File: src/rtl/crc_byte_sequencer_pkg.sv
// Shared types and constants for the CRC byte sequencer.
// Included by crc_byte_sequencer (optional macro CRC_SEQ_BYTE_COUNT_EN).
package crc_byte_sequencer_pkg;

  localparam int BITS_PER_BYTE = 8;
  localparam int BIT_IDX_W     = $clog2(BITS_PER_BYTE);

  localparam logic [BIT_IDX_W-1:0] LAST_BIT =
    BIT_IDX_W'(BITS_PER_BYTE - 1);

  typedef enum logic [2:0] {
    IDLE,
    LOAD,
    WAIT,
    SHIFT,
    DONE
  } state_e;

endpackage

File: src/rtl/crc_byte_sequencer.sv
// Feeds message bytes bit-by-bit into the CRC engine controls.
// Macro CRC_SEQ_BYTE_COUNT_EN adds a saturating byte_count output.
module crc_byte_sequencer
  import crc_byte_sequencer_pkg::*;
#(
  parameter int BYTE_COUNT_WIDTH = 16
) (
  input  logic       clk,
  input  logic       rst,
  input  logic       start,
  input  logic       in_valid,
  output logic       in_ready,
  input  logic [7:0] in_data,
  input  logic       in_last,
  output logic       crc_initialize,
  output logic       crc_shift,
  output logic [7:0] crc_data,
  output logic [2:0] crc_bit_index,
  output logic       busy,
  output logic       done
`ifdef CRC_SEQ_BYTE_COUNT_EN
  ,
  output logic [BYTE_COUNT_WIDTH-1:0] byte_count
`endif
);

  state_e               state_q, state_d;
  logic [BIT_IDX_W-1:0] bit_q, bit_d;
  logic [7:0]           data_q, data_d;
  logic                 last_q, last_d;
  logic                 at_last_bit;
  logic                 xfer;

  assign at_last_bit = (bit_q == LAST_BIT);

  always_comb begin
    in_ready = 1'b0;
    case (state_q)
      WAIT:    in_ready = 1'b1;
      SHIFT:   in_ready = at_last_bit & ~last_q;
      default: in_ready = 1'b0;
    endcase
  end

  // start wins over a coincident transfer
  assign xfer = in_valid & in_ready & ~start;

  always_comb begin
    state_d = state_q;
    bit_d   = bit_q;
    data_d  = data_q;
    last_d  = last_q;
    unique case (state_q)
      IDLE: begin
        if (start) state_d = LOAD;
      end
      LOAD: begin
        state_d = WAIT;
        bit_d   = '0;
      end
      WAIT: begin
        if (xfer) begin
          state_d = SHIFT;
          bit_d   = '0;
          data_d  = in_data;
          last_d  = in_last;
        end
      end
      SHIFT: begin
        bit_d = bit_q + BIT_IDX_W'(1);
        if (at_last_bit) begin
          if (last_q) begin
            state_d = DONE;
          end else if (xfer) begin
            data_d = in_data;
            last_d = in_last;
          end else begin
            state_d = WAIT;
          end
        end
      end
      DONE: begin
        state_d = IDLE;
      end
      default: begin
        state_d = IDLE;
      end
    endcase
    if (start) state_d = LOAD;
  end

  always_ff @(posedge clk) begin
    if (rst) begin
      state_q <= IDLE;
      bit_q   <= '0;
      data_q  <= '0;
      last_q  <= 1'b0;
    end else begin
      state_q <= state_d;
      bit_q   <= bit_d;
      data_q  <= data_d;
      last_q  <= last_d;
    end
  end

  assign crc_initialize = (state_q == LOAD);
  assign crc_shift      = (state_q == SHIFT);
  assign crc_data       = data_q;
  assign crc_bit_index  = bit_q;
  assign busy           = (state_q != IDLE);
  assign done           = (state_q == DONE);

`ifdef CRC_SEQ_BYTE_COUNT_EN
  logic [BYTE_COUNT_WIDTH-1:0] count_q, count_d;

  always_comb begin
    count_d = count_q;
    if (state_q == LOAD) begin
      count_d = '0;
    end else if (xfer && (count_q != '1)) begin
      count_d = count_q + BYTE_COUNT_WIDTH'(1);
    end
  end

  always_ff @(posedge clk) begin
    if (rst) count_q <= '0;
    else     count_q <= count_d;
  end

  assign byte_count = count_q;
`else
  localparam int unused_bcw = BYTE_COUNT_WIDTH;
`endif

endmodule

File: config.mk
export PLATFORM = sky130hd
export DESIGN_NAME = crc_byte_sequencer
export DESIGN_NICKNAME = d
export VERILOG_FILES = /design/src/rtl/crc_byte_sequencer_pkg.sv /design/src/rtl/crc_byte_sequencer.sv
export SDC_FILE = /design/constraint.sdc
export NUM_CORES = 1
export LEC_CHECK = 0
export ABC_AREA = 1
export CAP_MARGIN = 25
export CORE_ASPECT_RATIO = 1.25
export CORE_UTILIZATION = 42
export CTS_CLUSTER_DIAMETER = 40
export DETAILED_ROUTE_END_ITERATION = 10
export GPL_TIMING_DRIVEN = 1
export PLACE_DENSITY = 0.77
export SETUP_SLACK_MARGIN = 0.1
export SYNTH_ARGS = -nofsm -noshare
export SYNTH_HDL_FRONTEND = slang
export SYNTH_SLANG_ARGS = --single-unit
File: constraint.sdc
create_clock -name clk -period 1.5 [get_ports clk]
set_input_delay 0.15 -clock clk [delete_from_list [all_inputs] [get_ports clk]]
set_output_delay 0.15 -clock clk [all_outputs]
set_load 0.02 [all_outputs]
---- Yosys cells after proc, flatten, opt, wreduce, memory -nomap -nowiden ----
Index checks and enable logic that the tools add are counted.
operators by class
  add/subtract/negate cells ............... 1
  multiply operators ...................... 0
  divide/modulo/power cells ............... 0
  magnitude comparators ................... 0
  equality and inequality tests ........... 13
  shift-type cells ........................ 0
  muxes and demuxes ....................... 18
  bitwise gates (word level) .............. 6
  reduce and logical (&&, ||, !) cells .... 10
operator list
  operator               count
  $mux W8                3
  $pmux W8 S2            1
  $mux W3                5
  $pmux W3 S4            1
  $pmux W3 S3            1
  $reduce_and A4 Y1      2
  $eq A3 B2 Y1 const B   2
  $eq A3 B3 Y1 const B   2
  $ne A2 B2 Y1 const B   3
  $ne A3 B3 Y1 const B   2
  $reduce_and A3 Y1      2
  $reduce_bool A3 Y1     2
  $mux W1                5
  $ne A4 B4 Y1 const B   1
  $pmux W1 S2            2
  $add A3 B1 Y3 const B  1
  $and A1 B1 Y1          3
  $eq A3 B1 Y1 const B   1
  $logic_not A3 Y1       1
  $ne A3 B2 Y1 const B   1
  $not A1 Y1             3
  $ne A2 B1 Y1 const B   1
  $reduce_and A2 Y1      1
  $reduce_bool A2 Y1     1
  $reduce_or A2 Y1       1
word-level totals
  register bits after elaboration ......... 15
  bits in latches ......................... 0
  bits in writable memories ............... 0
  memory bits (read-only) ................. 0
  output and inout bits ................... 16
  memories kept ........................... 0

---- Longest topological paths before layout ----
  depth after elaboration ................. 10
  mapped depth ............................ 12
  gate-level depth less buffers ........... 12

---- Least setup slack after synthesis ----
Ideal clock, no wire load.
  path type ............................... register to register
  start ................................... register bit_q[0], in the netlist crc_bit_index[0]
  end ..................................... register last_q
  data arrival time ....................... 1.408 ns
  slack ................................... -0.019 ns
  stages on the path, launching flop included .. 13
  cell sequence ........................... dfxtp_1 > ha_1 > ha_1 > inv_1 > nor2_1 > nand2_2 > nand2_4 > nand2_8 > nand2_2 > nand2_1 > nand2_1 > nor2_2 > nor2_2
between the ends
  word-level cells in the longest chain between the ends .. 9
RTL lines
  what                          line                       text
  start: declaration            crc_byte_sequencer.sv:28   logic [BIT_IDX_W-1:0] bit_q, bit_d;
  start signal: assignment      crc_byte_sequencer.sv:100  bit_q <= bit_d;
  $eq A3 B3 Y1 *                crc_byte_sequencer.sv:34   assign at_last_bit = (bit_q == LAST_BIT);
  $and A1 B1 Y1 *               crc_byte_sequencer.sv:40   SHIFT: in_ready = at_last_bit & ~last_q;
  $pmux W1 S2 *                 crc_byte_sequencer.sv:38   case (state_q)
  named net in_ready            crc_byte_sequencer.sv:12   output logic in_ready,
  $and A1 B1 Y1 * (2 in a row)  crc_byte_sequencer.sv:46   assign xfer = in_valid & in_ready & ~start;
  $mux W1                       crc_byte_sequencer.sv:74   end else if (xfer) begin
  $mux W1                       crc_byte_sequencer.sv:72   if (last_q) begin
  $mux W1                       crc_byte_sequencer.sv:71   if (at_last_bit) begin
  $pmux W1 S2                   crc_byte_sequencer.sv:53   unique case (state_q)
  end signal: assignment        crc_byte_sequencer.sv:102  last_q <= last_d;
  end: declaration              crc_byte_sequencer.sv:30   logic last_q, last_d;
Mark *: on every way through the listed nets, which the timed path passes. The rest lies on a longest branch. The select of a mux whose other input is x is not followed.
A chain may end at the register's enable or synchronous reset.

---- Worst setup path after layout ----
  start ................................... register bit_q[1], in the netlist crc_bit_index[1]
  end ..................................... register data_q[3], in the netlist crc_data[3]
between the ends
  word-level cells in the longest chain between the ends .. 9
RTL lines
  what                        line                       text
  $eq A3 B3 Y1 *              crc_byte_sequencer.sv:34
  $and A1 B1 Y1               crc_byte_sequencer.sv:40
  $pmux W1 S2                 crc_byte_sequencer.sv:38
  $and A1 B1 Y1 (2 in a row)  crc_byte_sequencer.sv:46
  $mux W8 (3 in a row)        n/a
  $pmux W8 S2                 n/a
  end signal: assignment      crc_byte_sequencer.sv:101  data_q <= data_d;
  end: declaration            crc_byte_sequencer.sv:29   logic [7:0] data_q, data_d;
Every way passes the cells marked *; elsewhere a longest branch is shown, timed or not. The select of a mux whose other input is x is not followed.

==> impl_metrics.tcl <==
set metrics [dict create \
    netlist_top_cells_area "dfxtp_1, nor2_1, nand2_1" \
    num_rows 16 \
    hold_depth 2 \
    grt_busiest_layer "met2" \
    clk_latency_ns 0.29 \
    outcome "finished, violations left" \
    slew_viol_final 0 \
    gr-usage-met2_pct 42.5 \
    dr.pass1.iters 4 \
    viasPerCell 5.20 \
    cts_tree "yes" \
    synth_nets 116 \
    synth-seq-cells 15 \
    power_uw 765 \
    ir_drop_mv 0.648 \
    max_cap_violations 0 \
    p_leak_uw 0.000662 \
    io_pins 29 \
    cp-start-kind "flop" \
    routabilityCongestion 0.723 \
    grt_antenna_before_repair 0 \
    wl_per_cell_um 14.1 \
    clk_pin_slew_ns 0.09 \
    die_w_um 40.1 \
    clock_skew_ns 0.00870 \
    grt_usage_pct 23.1 \
    reg2regPathDepth 12 \
    drive_gt1_share_pct 45.0 \
    clock-sinks 15 \
    final_hold_viol_count 0 \
    grt_pass1_wl_mm 3.25 \
    final.min_clock_period_ns 1.54 \
    synth_edf_count 0 \
    post-place-ws_ns -0.134 \
    num_vias 868 \
    synthCells 101 \
    end_kind "flop" \
    dieArea_mm2 0.00199 \
    nFillCells 104 \
    postRouteAntennaNets 0 \
    gr-usage-met3_pct 1.35 \
    route.detailed.drc 0 \
    grt_remaining_overflow 0 \
    cts_buffers 3 \
    setup_ws_ns -0.0357 \
    hpwlAfterDp_mm 1.42 \
    drt-initial-drc-count 12 \
    synth_ff_type "dfxtp_1" \
    fmax_ghz 0.651 \
    rsz0062_at_grt "true" \
    relSlewSlack_pct 73.8 \
    syn_area_um2 763 \
    htree_levels 1 \
    stdcell_count 167 \
    ys_async_sr_fraction_pct 0 \
    violations "negative setup slack" \
    synth.most_common_cell "nor2_1" \
    nNetsFinal 165 \
    arrival_ns 1.72 \
    synth_cell_type_count 23 \
    dp.cells 158 \
    cts-root-buf "clkbuf_4" \
    cp_max_fo 8 \
    hold_path_class "primary input to flop" \
    synth_top_cells_by_count "nor2_1, dfxtp_1, nand2_1" \
    initial_core_util_pct 46.5 \
    grt_util_met1_pct 25.3 \
    routed_wl_mm 2.35 \
    synth_warnings 0 \
    worst_pin_slew_ns 0.393 \
    synth-seq-area-share_pct 39.3 \
    grt_max_degree 12 \
    syn_area_per_cell_um2 7.56 \
    crit_type "flop to flop" \
    crit_required_ns 1.69 \
    finalCritPeriodShare_pct 102 \
    synth_top_area_share_pct 39.3 \
    fp.dieH_um 49.7 \
    coreArea_mm2 0.00164 \
    setup_violations 6 \
    syn_to_final_growth_pct 75.4 \
    ctsLongestPathBuffers 2 \
    fin_setup_tns_ns -0.0539 \
    yosys.area.top_type "dfxtp_1" \
    portBuffers 28 \
    power.density_mw_per_mm2 572 \
    num_antenna_cells 0 \
    grt_pass1_vias 812 \
]
## per-stage QoR
| step | util, % | hold WS (ns) | instance area, µm² |
|---|---|---|---|
| after floorplan | - | 0.209 | 797 |
| after global placement | 72.2 | 0.467 | 1180 |
| after detailed placement | 72.2 | 0.476 | 1180 |
| after CTS | 78.8 | 0.471 | 1290 |
| after global routing | 81.6 | 0.489 | 1340 |
| final | 81.6 | 0.482 | 1340 |
## where the power goes
| part | total (µW) | leakage [µW] | internal [µW] | switching [µW] |
|---|---|---|---|---|
| logic | 119 | 0.000520 | 58.6 | 60.0 |
| registers | 403 | 0.000124 | 398 | 4.31 |
| clock network | 244 | 0.0000177 | 99.3 | 145 |
## cell families after synthesis
family	share of synthesized area [%]
AOI/OAI and AO/OA	12.5
adders and majority gates	3.28
buffers and inverters	6.39
DFF	39.3
and+or+nand+nor	38.5
## critical path, cell delays in order, from the launching register on
cell and delay, ns:
dfxtp_4 0.36, ha_4 0.16, ha_4 0.15, inv_4 0.05
nor2_2 0.03, nand2_2 0.09, nand2_4 0.06, buf_8 0.14
nand2_8 0.07, buf_12 0.10, inv_8 0.04, nor2_1 0.11
nor2_1 0.07
## worst paths after layout
path / from / to / slack (ns)
worst min register to register: crc_data[2]$_SDFFE_PP0P_ / crc_data[2]$_SDFFE_PP0P_ / 0.50
worst min-delay path: rst / crc_bit_index[2]$_SDFFE_PP0P_ / 0.48
worst max register to register: crc_bit_index[1]$_SDFFE_PP0P_ / crc_data[3]$_SDFFE_PP0P_ / -0.04
worst max-delay path: crc_bit_index[1]$_SDFFE_PP0P_ / crc_data[3]$_SDFFE_PP0P_ / -0.04
## final cells by class
type	instances	area, µm²	share of cell area [%]
repair buffers	44	415	31.0
well taps	18	22.5	1.68
multi-input cells	75	510	38.1
clock inverters	1	5.00	0.374
flip-flops and latches	15	312	23.3
inverters	11	51.3	3.83
clock buffers	3	22.5	1.68
## per-layer routing
| metal | part of all wire, % | vias up |
|---|---|---|
| met3 | 5.1 | 6 |
| li1 | - | 424 |
| met2 | 54 | 33 |
| met5 | 0 | - |
| met1 | 39 | 405 |
| met4 | 2.2 | 0 |
## placed cells by master, fill, tap and decap left out, drive strengths merged
cell type      synthesis  routed
nor2                  25      25
nand2                 20      21
buf                    0      18
dfxtp                 15      15
clkdlybuf4s50          0      12
inv                   11      11
o21ai                 10      10
dlygate4sd2            0       7
nand3                  7       7
a21oi                  6       6
clkbuf                 1       5
dlymetal6s2s           0       4
nor3                   2       2
ha                     2       2
or2                    1       1
o21a                   1       1
clkinv                 0       1
clkdlybuf4s15          0       1
## sequential cells by signal, summed over array words and instances (netlist names)
signal         flops
last_q             1
crc_bit_index      3
state_q            3
crc_data           8
## what timing repair did
action                                  in CTS  in global routing
hold buffers                                 0                  0
endpoints found under the setup margin      23                 21
buffers inserted                             2                  3
pin swaps                                    9                  4
resized for setup                           32                 25
cloned                                       1                  0
(Power assumes the default switching activity.)
